==> src/rtl/regfile_scan_reader.sv <==
// rtl/regfile_scan_reader.sv - register file scan engine streaming register values two reads at a time
//
// Ports:
//   clk, rst            clock and synchronous active-low reset
//   start               one-cycle scan request, accepted only when idle
//   first_addr          first register of the range, sampled with start
//   last_addr           last register of the range (inclusive), sampled with start
//   regAddress1/2       read port addresses to the register file
//   readData1/2         combinational read data for regAddress1/2
//   readR15             dedicated R15 output of the register file
//   out_valid/ready     stream handshake
//   out_data/addr/last  beat payload: register value, its index, final-beat flag
//   r15_snap            readR15 captured on the accepted start
//   busy, done          status: not idle / one-cycle completion pulse

module regfile_scan_reader #(
    parameter int DATA_WIDTH = 16,
    parameter int ADDR_WIDTH = 4
) (
    input  logic                  clk,
    input  logic                  rst,
    input  logic                  start,
    input  logic [ADDR_WIDTH-1:0] first_addr,
    input  logic [ADDR_WIDTH-1:0] last_addr,
    output logic [ADDR_WIDTH-1:0] regAddress1,
    output logic [ADDR_WIDTH-1:0] regAddress2,
    input  logic [DATA_WIDTH-1:0] readData1,
    input  logic [DATA_WIDTH-1:0] readData2,
    input  logic [DATA_WIDTH-1:0] readR15,
    output logic                  out_valid,
    input  logic                  out_ready,
    output logic [DATA_WIDTH-1:0] out_data,
    output logic [ADDR_WIDTH-1:0] out_addr,
    output logic                  out_last,
    output logic [DATA_WIDTH-1:0] r15_snap,
    output logic                  busy,
    output logic                  done
);

    typedef enum logic [2:0] {
        IDLE  = 3'd0,
        READ  = 3'd1,
        SEND0 = 3'd2,
        SEND1 = 3'd3,
        DONE  = 3'd4
    } state_t;

    localparam logic [ADDR_WIDTH-1:0] ONE   = ADDR_WIDTH'(1);
    localparam logic [ADDR_WIDTH-1:0] TWO   = ADDR_WIDTH'(2);
    localparam logic [ADDR_WIDTH-1:0] THREE = ADDR_WIDTH'(3);

    state_t                state, next_state;
    logic [ADDR_WIDTH-1:0] cur, last_reg;
    logic [DATA_WIDTH-1:0] buf0, buf1;
    logic [ADDR_WIDTH-1:0] cur_p1;
    logic                  handshake;

    assign cur_p1    = cur + ONE;
    assign handshake = out_valid && out_ready;
    assign busy      = (state != IDLE);
    assign done      = (state == DONE);

    always_comb begin
        next_state = state;
        out_valid  = 1'b0;
        out_data   = '0;
        out_addr   = '0;
        out_last   = 1'b0;
        case (state)
            IDLE: begin
                if (start)
                    next_state = (first_addr <= last_addr) ? READ : DONE;
            end
            READ: next_state = SEND0;
            SEND0: begin
                out_valid = 1'b1;
                out_data  = buf0;
                out_addr  = cur;
                out_last  = (cur == last_reg);
                if (handshake)
                    next_state = (cur == last_reg) ? DONE : SEND1;
            end
            SEND1: begin
                out_valid = 1'b1;
                out_data  = buf1;
                out_addr  = cur_p1;
                out_last  = (cur_p1 == last_reg);
                if (handshake)
                    next_state = (cur_p1 == last_reg) ? DONE : READ;
            end
            DONE:    next_state = IDLE;
            default: next_state = IDLE;
        endcase
    end

    // The address registers are loaded on the edge that enters READ so the
    // register file presents valid data throughout the READ cycle; they keep
    // their value in every other state.
    always_ff @(posedge clk) begin
        if (!rst) begin
            state       <= IDLE;
            cur         <= '0;
            last_reg    <= '0;
            buf0        <= '0;
            buf1        <= '0;
            r15_snap    <= '0;
            regAddress1 <= '0;
            regAddress2 <= '0;
        end else begin
            state <= next_state;
            case (state)
                IDLE: begin
                    if (start) begin
                        cur      <= first_addr;
                        last_reg <= last_addr;
                        r15_snap <= readR15;
                        if (first_addr <= last_addr) begin
                            regAddress1 <= first_addr;
                            regAddress2 <= first_addr + ONE;
                        end
                    end
                end
                READ: begin
                    buf0 <= readData1;
                    buf1 <= readData2;
                end
                SEND1: begin
                    // cur+1 < last here, so cur+2 never passes the top register.
                    if (handshake && (cur_p1 != last_reg)) begin
                        cur         <= cur + TWO;
                        regAddress1 <= cur + TWO;
                        regAddress2 <= cur + THREE;
                    end
                end
                default: ;
            endcase
        end
    end

endmodule

==> config.mk <==
export PLATFORM = sky130hd
export DESIGN_NAME = regfile_scan_reader
export DESIGN_NICKNAME = d
export VERILOG_FILES = /design/src/rtl/regfile_scan_reader.sv
export SDC_FILE = /design/constraint.sdc
export NUM_CORES = 1
export LEC_CHECK = 0
export CAP_MARGIN = 15
export CORE_MARGIN = 10
export CORE_UTILIZATION = 30
export DETAILED_ROUTE_END_ITERATION = 16
export HOLD_SLACK_MARGIN = 0.02
export SYNTH_ARGS = -nofsm -noshare
export SYNTH_HDL_FRONTEND = slang
export SYNTH_SLANG_ARGS = --single-unit
==> constraint.sdc <==
create_clock -name clk -period 2.6 [get_ports clk]
set_clock_uncertainty 0.05 [all_clocks]
set_input_delay 0.26 -clock clk [delete_from_list [all_inputs] [get_ports clk]]
set_output_delay 0.26 -clock clk [all_outputs]
set_load 0.05 [all_outputs]
Yosys cells after proc, flatten, opt, wreduce, memory -nomap -nowiden --
Cells that the tools add are included.
Operators by class: reduce and logical (&&, ||, !) cells 10, add/sub/neg operators 4, eq/ne operators 12, order comparisons 1, mux-type cells 21
Operators by type and width (number):
- $pmux 16 s2 | 1
- $pmux 4 s2 | 4
- $mux 4 | 7
- $mux 3 | 6
- $pmux 3 s4 | 1
- $ne 2x2->1 const B | 5
- $add 4x1->4 const B | 2
- $add 4x2->4 const B | 2
- $eq 4x4->1 | 2
- $eq 3x2->1 const B | 2
- $reduce_and 3->1 | 2
- $le 4x4->1 | 1
- $ne 4x4->1 | 1
- $reduce_and 4->1 | 1
- $eq 3x1->1 const B | 1
- $eq 3x3->1 const B | 1
- $logic_not 3->1 | 1
- $reduce_bool 3->1 | 1
- $logic_and 1x1->1 | 2
- $pmux 1 s2 | 1
- $reduce_and 2->1 | 1
- $reduce_bool 2->1 | 1
- $reduce_or 2->1 | 1
- $mux 1 | 1
Word-level totals: input port bits 60, word-level logic and storage cells 56, register bits 67, output and inout port bits 48

Logic depth before layout (Yosys ltp) --
depth after elaboration 7, gate-level depth with buffers 8, mapped depth without buffers 7

Worst setup path after synthesis --
Ideal clock, no wire load.
path type reg-to-output, from reg state[0], to out out_addr[3], data arrival time 1834 ps, cell stages (with the launch flop) 6, required time 2290 ps, setup slack 456 ps, buffers on the path 2, cells stage by stage dfxtp_1 > buf_2 > buf_1 > nand3_1 > xor2_1 > nor2_1
On the way: longest elaborated chain between the ends 2, elaborated cells between the ends (all ways) 3, classes of those cells eq/ne (2); mux (1)
Ends and longest elaborated chain:
- from (decl) | line 52 | state_t state, next_state;
- from (signal assigned) | line 110 | state <= next_state;
- $eq 3x2->1 | line 69 | case (state)
- $pmux 4 s2 * | line 69
- to (decl) | line 33 | output logic [ADDR_WIDTH-1:0] out_addr,
Mark *: on every way between the ends. The rest lies on a longest branch, timed or not.

Worst setup path in the final report --
from reg cur[0], to out out_last
On the way: longest elaborated chain between the ends 3, elaborated cells between the ends (all ways) 4, classes of those cells add/sub (1); eq/ne (2); mux (1)
Ends and longest elaborated chain:
- from (decl) | line 53 | logic [ADDR_WIDTH-1:0] cur, last_reg;
- from (signal assigned) | line 114 | cur <= first_addr;
- from (signal assigned) | line 130 | cur <= cur + TWO;
- $add 4x1->4 | line 58 | assign cur_p1 = cur + ONE;
- $eq 4x4->1 | line 87 | out_last = (cur_p1 == last_reg);
- $pmux 1 s2 * | line 69
- to (decl) | line 34 | output logic out_last,
Marks and branches as above.

==> impl_summary.log <==
INFO  metric preCtsSetupSlack = 0.374 ns
INFO  metric postLayoutSetupSlackWorst = 0.187 ns
INFO  metric number_of_synthesis_warnings = 0
INFO  metric tritoncts.num_buffers = 9
INFO  metric post-route-period-util = 92.8%
INFO  metric clk_pin_slew = 0.07 ns
INFO  metric critical_path.startpoint_type = register
INFO  metric die_height = 124 µm
INFO  metric finalNonFillerCells = 651
INFO  metric dp_hpwl = 7320 µm
INFO  metric timing.final.crit_period = 2.41 ns
INFO  metric layout.cells.most_common = nand2_1
INFO  metric unrepaired_setup_endpoints_after_global_routing = no
INFO  metric ioPinCount = 108
INFO  metric grt_pass1_wl = 15500 µm
INFO  metric grt_max_degree = 36
INFO  metric cts.root.buffer_cell = clkbuf_8
INFO  metric holdBufCountCts = 0
INFO  metric detail_route.wirelength = 9750 µm
INFO  metric clock_tree_from_tritoncts = built
INFO  metric worst-endpoint-arrival = 2.10 ns
INFO  metric cp_data_required_time = 2.29 ns
INFO  metric p_int = 0.00209 W
INFO  metric p_sw = 0.00120 W
INFO  metric nFillCells = 1046
INFO  metric mappedNetlistNets = 479
INFO  metric multi_input_area = 1730 µm²
INFO  metric most-common-layout-cells = 130 x nand2_1, 83 x clkdlybuf4s50_1, 64 x dfxtp_1, 57 x a21oi_1, 28 x mux2i_1
INFO  metric start_util = 31.0%
INFO  metric io_buffer_count = 107
INFO  metric outcome = finished clean
INFO  metric hp-class = reg2reg
INFO  metric slew_violations = 0
INFO  metric cts_max_path_buffers = 2
INFO  metric starting_drt_drc_count = 81
INFO  metric fin_worst_hold_slack = 0.405 ns
INFO  metric power-per-cell-area = 682 nW/µm²
INFO  metric dr_total_vias = 3050
INFO  metric ys_ff_latch = 67
INFO  metric cap_violations = 0
INFO  metric setup.worst_path.class = reg2out
INFO  metric gp_congestion = 0.839
INFO  metric timing.max_slew.rel_slack = 23.4%
INFO  metric antennaDiodeCount = 0
INFO  metric power_frac_seq = 38.1%
INFO  metric rows = 37
INFO  metric cts_h_tree_depth = 3
INFO  metric chipWidth = 124 µm
INFO  metric post-place-cells = 635
INFO  metric critPathMaxFanout = 9
INFO  metric average_routed_wire_per_standard_cell = 15.0 µm
INFO  metric switching_share = 36.5%
INFO  metric yosysUniqueCellTypes = 40
INFO  metric reg_top3 = buf0 x16, buf1 x16, r15_snap x16
INFO  metric drt_first_pass_iters = 4
INFO  metric cts_repair_resize_count = 0
INFO  metric register_area = 1350 µm²
INFO  metric setup_total_negative_slack = 0 ns
INFO  metric seq_area_frac_synth = 41.7%
INFO  metric post-cts-setup-buffers = 0
INFO  metric detail_route.vias_per_cell = 4.69
INFO  metric clock_sinks = 67
INFO  metric initial_antenna_violation_count = 0
INFO  metric top_signal_layer_used = met4
INFO  metric drive_gt1_share = 12.0%
INFO  metric core_area = 10400 µm²
INFO  metric area_growth = 50.3%
INFO  metric pwr-share-clk = 26.2%
INFO  metric gr-usage-all-layers = 12.7%
INFO  metric final-setup-viol-count = 0
INFO  metric synth_cells = 410
INFO  metric max_freq = 0.415 GHz
INFO  metric routedLengthMet1 = 4130 µm
INFO  metric avgSynthCellArea = 7.85 µm²
INFO  metric share_of_total_power_in_combinational_logic = 35.7%
INFO  metric grt_pass1_vias = 3094
INFO  metric met3_wirelength = 1110 µm
INFO  metric timing.critical_path.to_type = primary output
INFO  metric synthesized_cell_area = 3220 µm²
INFO  metric finished_core_util = 46.6%
INFO  metric design.die.area = 15300 µm²
INFO  metric tightestPinTransition = 1.15 ns
INFO  metric max-vdd-ir-drop = 0.375 mV
INFO  metric detailroute.wirelength.met2 = 4410 µm
INFO  metric hold_viol_final = 0
INFO  metric drc = 0
INFO  metric grt_overflow_total = 0
INFO  metric num-nets-final = 579
INFO  metric total_leakage_power = 1.80 nW
INFO  metric worst_skew_pair.late_latency = 0.34 ns
INFO  metric route.antenna.remaining_nets = 0
-- stage by stage --
| step | power, W | cell area, µm² |
|---|---|---|
| 2_1_floorplan | 0.00203 | 3220 |
| 3_3_place_gp | 0.00245 | 4640 |
| 3_5_place_dp | 0.00247 | 4640 |
| 4_1_cts | 0.00334 | 4830 |
| 5_1_grt | 0.00349 | 4830 |
| 6_report | 0.00330 | 4830 |
-- path summary, 6_finish.rpt --
check / startpoint / endpoint / slack, ns / cells past startpoint
worst max-delay path: cur[0] / out_last / 0.19 / 7
worst min register to register: r15_snap[9] / r15_snap[9] / 0.41 / 2
worst min-delay path: r15_snap[9] / r15_snap[9] / 0.41 / 2
worst max register to register: state[0] / buf1[2] / 0.43 / 4
-- cells in the mapped netlist, drive strengths merged --
cell type	n	area share, %
a21oi	58	9.4
a311o	1	0.31
nor3b	1	0.39
inv	10	1.2
a2111oi	1	0.86
buf	5	0.93
xor2	8	2.2
nand3	3	0.47
clkbuf	23	2.7
nor2	27	3.3
o211ai	6	1.4
nand2b	3	0.58
and2	2	0.39
xnor2	6	1.6
o21a	1	0.23
ha	9	3.5
nor3	2	0.31
a22o	1	0.27
or4	1	0.23
xnor3	1	0.70
o32ai	1	0.27
o21bai	1	0.23
and3	1	0.35
o21ai	4	0.62
a311oi	1	0.27
a221oi	2	0.54
nand2	130	15
or3	1	0.19
nand3b	1	0.23
or2	3	0.58
nand4	1	0.19
dfxtp	67	42
mux2i	28	8.7
-- worst max-delay path, cell delays in order (launching register included) --
cell and delay [ns]:
dfxtp_2 0.43, inv_1 0.07, ha_1 0.35, xnor2_1 0.16, and3_4 0.23, and2_1 0.16, a22o_1 0.21, buf_12 0.16
-- layout make-up --
type / count / share of cell area, %
multi-input cells: 305 / 35.7
repair buffers: 117 / 28.2
flip-flops and latches: 67 / 27.8
well taps: 136 / 3.52
clock buffers: 11 / 2.92
clock inverters: 5 / 1.09
inverters: 10 / 0.776
-- power by group through the flow --
stage	clock (W)	sequential, W	combinational, W
final	0.000863	0.00126	0.00118
after CTS	0.000895	0.00126	0.00119
after global placement	0	0.00127	0.00118
after detailed placement	0	0.00128	0.00119
after global routing	0.000938	0.00128	0.00128
after floorplan	0	0.00140	0.000634
-- metal layers --
layer / up-vias / track usage (%)
met5: - / 0
met4: 0 / 3.86
met3: 12 / 6.84
met2: 101 / 20.4
met1: 1385 / 14.2
li1: 1552 / -
-- cells by family after synthesis --
family          share of synthesized area [%]
xor+xnor                                 4.51
buf+inv                                  4.78
flops                                    41.7
mux                                      8.71
simple gates                             22.4
compound gates                           14.4
fa+ha+maj                                3.50
Power figures use the tool's default switching activity.
==> RTL edit 1 (config.mk and constraints unchanged) <==
Set the parameter `DATA_WIDTH` to 12 (it was 16).
--- a/src/rtl/regfile_scan_reader.sv
+++ b/src/rtl/regfile_scan_reader.sv
@@ -16,3 +16,3 @@
 module regfile_scan_reader #(
-    parameter int DATA_WIDTH = 16,
+    parameter int DATA_WIDTH = 12,
     parameter int ADDR_WIDTH = 4
Interface: changed (5 resized); port bits go from 108 to 88. The function was not compared with the original's and may differ.
==> RTL edit 1 against the unedited design <==
- combinational power fell by 31%
- critical path depth fell by 1
- non-clock buffer count shrank 22
- worst setup slack got worse by 0.023 ns
- total power shrank 27%
- area after synthesis decreased by 13%
- design area is 16% lower
- count of clock-buffer cells in the layout decreased by 5
- sequential cell count decreased by 12
- clock power shrank 30%
- wire length fell by 18%
- sequential share of layout area decreased by 0.71 points
- die area is 11% lower
==> RTL edit 1: results (changes against the unedited design) <==
[placed_design]
hpwl_um=6050  ; -17%
port_buffers=87  ; -19%
placedCellCount=528  ; -17%
gp_congestion=0.874  ; +4.2%

[routing]
wirelength_um=8020  ; -18%
m1WireLength_um=3380  ; -18%
drt_iter0_drc=98  ; +21%
top_signal_layer_used=met4
dr.pass1.iters=5  ; +1
met2_length_um=3830  ; -13%

[grt]
grt_usage=0.119  ; -0.00836
first_global_vias=2624  ; -15%
grt_start_max_net_pins=38  ; +5.6%

[pwr]
clk-power_w=0.000602  ; -30%
power_density_mw_per_mm2=592  ; -13%
leakage_nw=1.54  ; -15%
p_seq_frac=0.410  ; +0.029
p_int_w=0.00157  ; -25%

[synth]
synth_area_leaders=dfxtp_1, nand2_1, a21boi_0
avgSynthCellArea_um2=8.11  ; +3.4%
synth_fp_nets=402  ; -16%
synth_common_cells=nand2_1, dfxtp_1, a21boi_0
ys_types=39  ; -2.5%

[critical_path]
arrival_ns=2.13  ; +0.03 ns
r2r_end=regAddress2[1]$_SDFFE_PN0P_
r2r_slack_ns=0.35  ; -0.08 ns
cp_max_fo=6  ; -3
r2r_start=cur[1]$_SDFFE_PN0P_

[timing]
fin_hold_ws_ns=0.414  ; +0.00910 ns
max-slew-margin-rel=0.479  ; +0.245

[worst_hold_path]
hold_end=regAddress2[0]$_SDFFE_PN0P_
hold_depth=2  ; unchanged
hold_start=regAddress2[0]$_SDFFE_PN0P_

[clock_network]
clk_pin_slew_ns=0.10  ; +0.03 ns
h-tree-depth=2  ; -1
cts_made_buffers=5  ; -4
clkLatencyLatePin_ns=0.31  ; -0.03 ns

[run_status]
outcome=finished clean

[layout]
stdcell_count=536  ; -18%
top_regs=buf0 (12), buf1 (12), r15_snap (12)
fill_cells=911  ; -13%

[RTL edit 1: cell families (layout without fill, tap and decap cells)]
kind of cell    after synthesis  count (layout)  synth area share
xor+xnor                     15              15            0.0469
fa+ha+maj                     9               9            0.0402
mux                          19              19            0.0679
buf+inv                      32             112            0.0456
flops                        55              55             0.393
simple gates                145             145             0.215
compound gates               70              70             0.191
[RTL edit 1: critical path: stages, from the launching register on]
cell and delay, ns:
dfxtp_1 0.50, ha_2 0.33, nand2_1 0.08, xor2_1 0.30
and4_1 0.25, o21a_1 0.20, buf_12 0.16
[RTL edit 1: area by class of cell]
type,count,share of cell area
timing repair buffer,95,0.271
sequential,55,0.271
clock inverter,2,0.00862
tap,111,0.0342
multi-input combinational,258,0.387
clock buffer,6,0.0203
inverter,9,0.00831
[RTL edit 1: worst max-delay path by stage]
stage / cells after the start / startpoint / slack, ns / to
2_1_floorplan: 3 / state[0]$_SDFFE_PN0P_ / 0.36 / done
3_3_place_gp: 7 / first_addr[2] / 0.29 / regAddress2[3]$_SDFFE_PN0P_
6_report: 6 / cur[2]$_SDFFE_PN0P_ / 0.16 / out_last
5_1_grt: 6 / cur[2]$_SDFFE_PN0P_ / 0.0007 / out_last
4_1_cts: 7 / cur[1]$_SDFFE_PN0P_ / 0.06 / out_last
3_5_place_dp: 7 / first_addr[2] / 0.24 / regAddress2[1]$_SDFFE_PN0P_
[RTL edit 1: through the flow]
| step | utilization | cell area (um2) |
|---|---|---|
| CTS | 0.444 | 4060 |
| global placement | 0.431 | 3950 |
| finish | 0.444 | 4070 |
| detailed placement | 0.431 | 3950 |
| global route | 0.444 | 4070 |
| floorplan | - | 2800 |
[RTL edit 1: repair_timing]
action	4_1_cts	5_1_grt
hold endpoints to repair	0	0
setup endpoints to repair	0	1
gates resized for setup	0	2
==> RTL edit 2 (same flow settings) <==
Without the edit above. Encoding of `state_t`: now one-hot (5 bits for 5 states).
--- a/src/rtl/regfile_scan_reader.sv
+++ b/src/rtl/regfile_scan_reader.sv
@@ -39,8 +39,8 @@
 
-    typedef enum logic [2:0] {
-        IDLE  = 3'd0,
-        READ  = 3'd1,
-        SEND0 = 3'd2,
-        SEND1 = 3'd3,
-        DONE  = 3'd4
+    typedef enum logic [4:0] {
+        IDLE  = 5'b00001,
+        READ  = 5'b00010,
+        SEND0 = 5'b00100,
+        SEND1 = 5'b01000,
+        DONE  = 5'b10000
     } state_t;
Formal check against the unedited RTL: no difference found for any inputs over 4 cycles, from zero or initial values and one cycle with rst low; so few cycles prove little.
==> RTL edit 2 against the unedited design <==
- design area is 2.4% higher
- total power is 14% lower
- count of clock-buffer cells in the layout stayed put
- worst setup slack worse by 0.031 ns
- utilization is 0.74 points lower
- die area is 1.7% higher
- cell count is 0.46% higher
- area after synthesis is 2.1% higher
- sequential power is 6% lower
- wire length is 6.5% higher
- highest routed layer unchanged
- sequential cell count is 2 higher
- hold slack worse by 0.0021 ns
==> RTL edit 2: results (changes against the unedited design) <==
[synth]
synthAdderAreaFrac=0.0343  ; -0.000707
synth_fp_nets=475  ; -0.84%
synth.mux.area_fraction=0  ; -0.0871
ys_seq_area_frac=0.421  ; +0.00377
synth_area_leaders=dfxtp_1, nand2_1, a21oi_1
syn_inst=406  ; -0.98%
synth-compound-area-share=0.236  ; +0.0916

[placed_design]
dp_slack_ns=0.257  ; -0.118 ns
place_area_mm2=0.00472  ; +1.8%

[layout]
layout-drive-gt1-share=0.140  ; +0.0197
fill_cells=1061  ; +1.4%

[routing]
wirelength_um=10400  ; +6.5%
viasPerCell=4.89  ; +4.4%
met2_length_um=4760  ; +7.9%
m1WireLength_um=4380  ; +6.1%

[grt]
grt_util_met1=0.148  ; +0.00503
grt_start_max_net_pins=44  ; +22%
grtUsageMet3=0.0719  ; +0.00355
first_global_vias=3232  ; +4.5%

[timing]
tightest_slew_ns=0.567  ; -0.583 ns

[pwr]
leakage_nw=1.85  ; +2.5%
switchingPower_w=0.000919  ; -24%
peakVddDrop_v=0.000270  ; -28%

[run_status]
outcome=finished clean

[critical_path]
critPathMaxStageDelay_ns=0.38  ; -0.05 ns
ff2ff_path_depth=7  ; +3
arrival_ns=2.13  ; +0.03 ns

==> RTL edit 2: cell types whose count changed in the layout (fill, tap and decap cells not counted), sizes merged, moves of 4 or more <==
cell,unedited run,this run
nand2,130,125
o211ai,6,2
a21oi,58,63
a22o,1,16
o21ai,4,14
nor2,27,10
mux2i,28,0
==> RTL edit 2: worst paths after layout <==
path	from	endpoint	slack [ns]
worst max register to register	cur[1]$_SDFFE_PN0P_	cur[3]$_SDFFE_PN0P_	0.58
worst min-delay path	r15_snap[3]$_SDFFE_PN0P_	r15_snap[3]$_SDFFE_PN0P_	0.40
worst max-delay path	cur[1]$_SDFFE_PN0P_	out_last	0.16
worst min register to register	r15_snap[3]$_SDFFE_PN0P_	r15_snap[3]$_SDFFE_PN0P_	0.40
==> RTL edit 2: timing repair <==
item,in CTS,in global routing
buffers inserted,0,3
resized for setup,0,4
endpoints found under the setup margin,0,17
==> RTL edit 2: critical path: cells and delay by family, from the launching register on <==
kind | cells | cell delay (ns)
AO/OA/AOI/OAI | 1 | 0.20
XOR/XNOR | 1 | 0.14
buffers and inverters | 2 | 0.25
flip-flops | 1 | 0.38
AND/OR/NAND/NOR | 2 | 0.51
adder cells (fa/ha/maj) | 1 | 0.30
==> RTL edit 2: power groups by stage <==
stage	Combinational, W	Sequential [W]	Clock [W]
3_3_place_gp	0.000739	0.00121	0
6_report	0.000743	0.00119	0.000899
5_1_grt	0.000800	0.00120	0.000966
3_5_place_dp	0.000747	0.00121	0
4_1_cts	0.000749	0.00119	0.000923
2_1_floorplan	0.000335	0.00134	0
==> RTL edit 2: area by class of cell <==
type,count,area (um2),share of cell area
repair buffers,121,1420,0.286
flip-flops and latches,69,1380,0.279
multi-input cells,301,1750,0.353
clock buffers,11,151,0.0306
well taps,140,175,0.0354
inverters,8,30.0,0.00606
clock inverters,4,47.5,0.00960
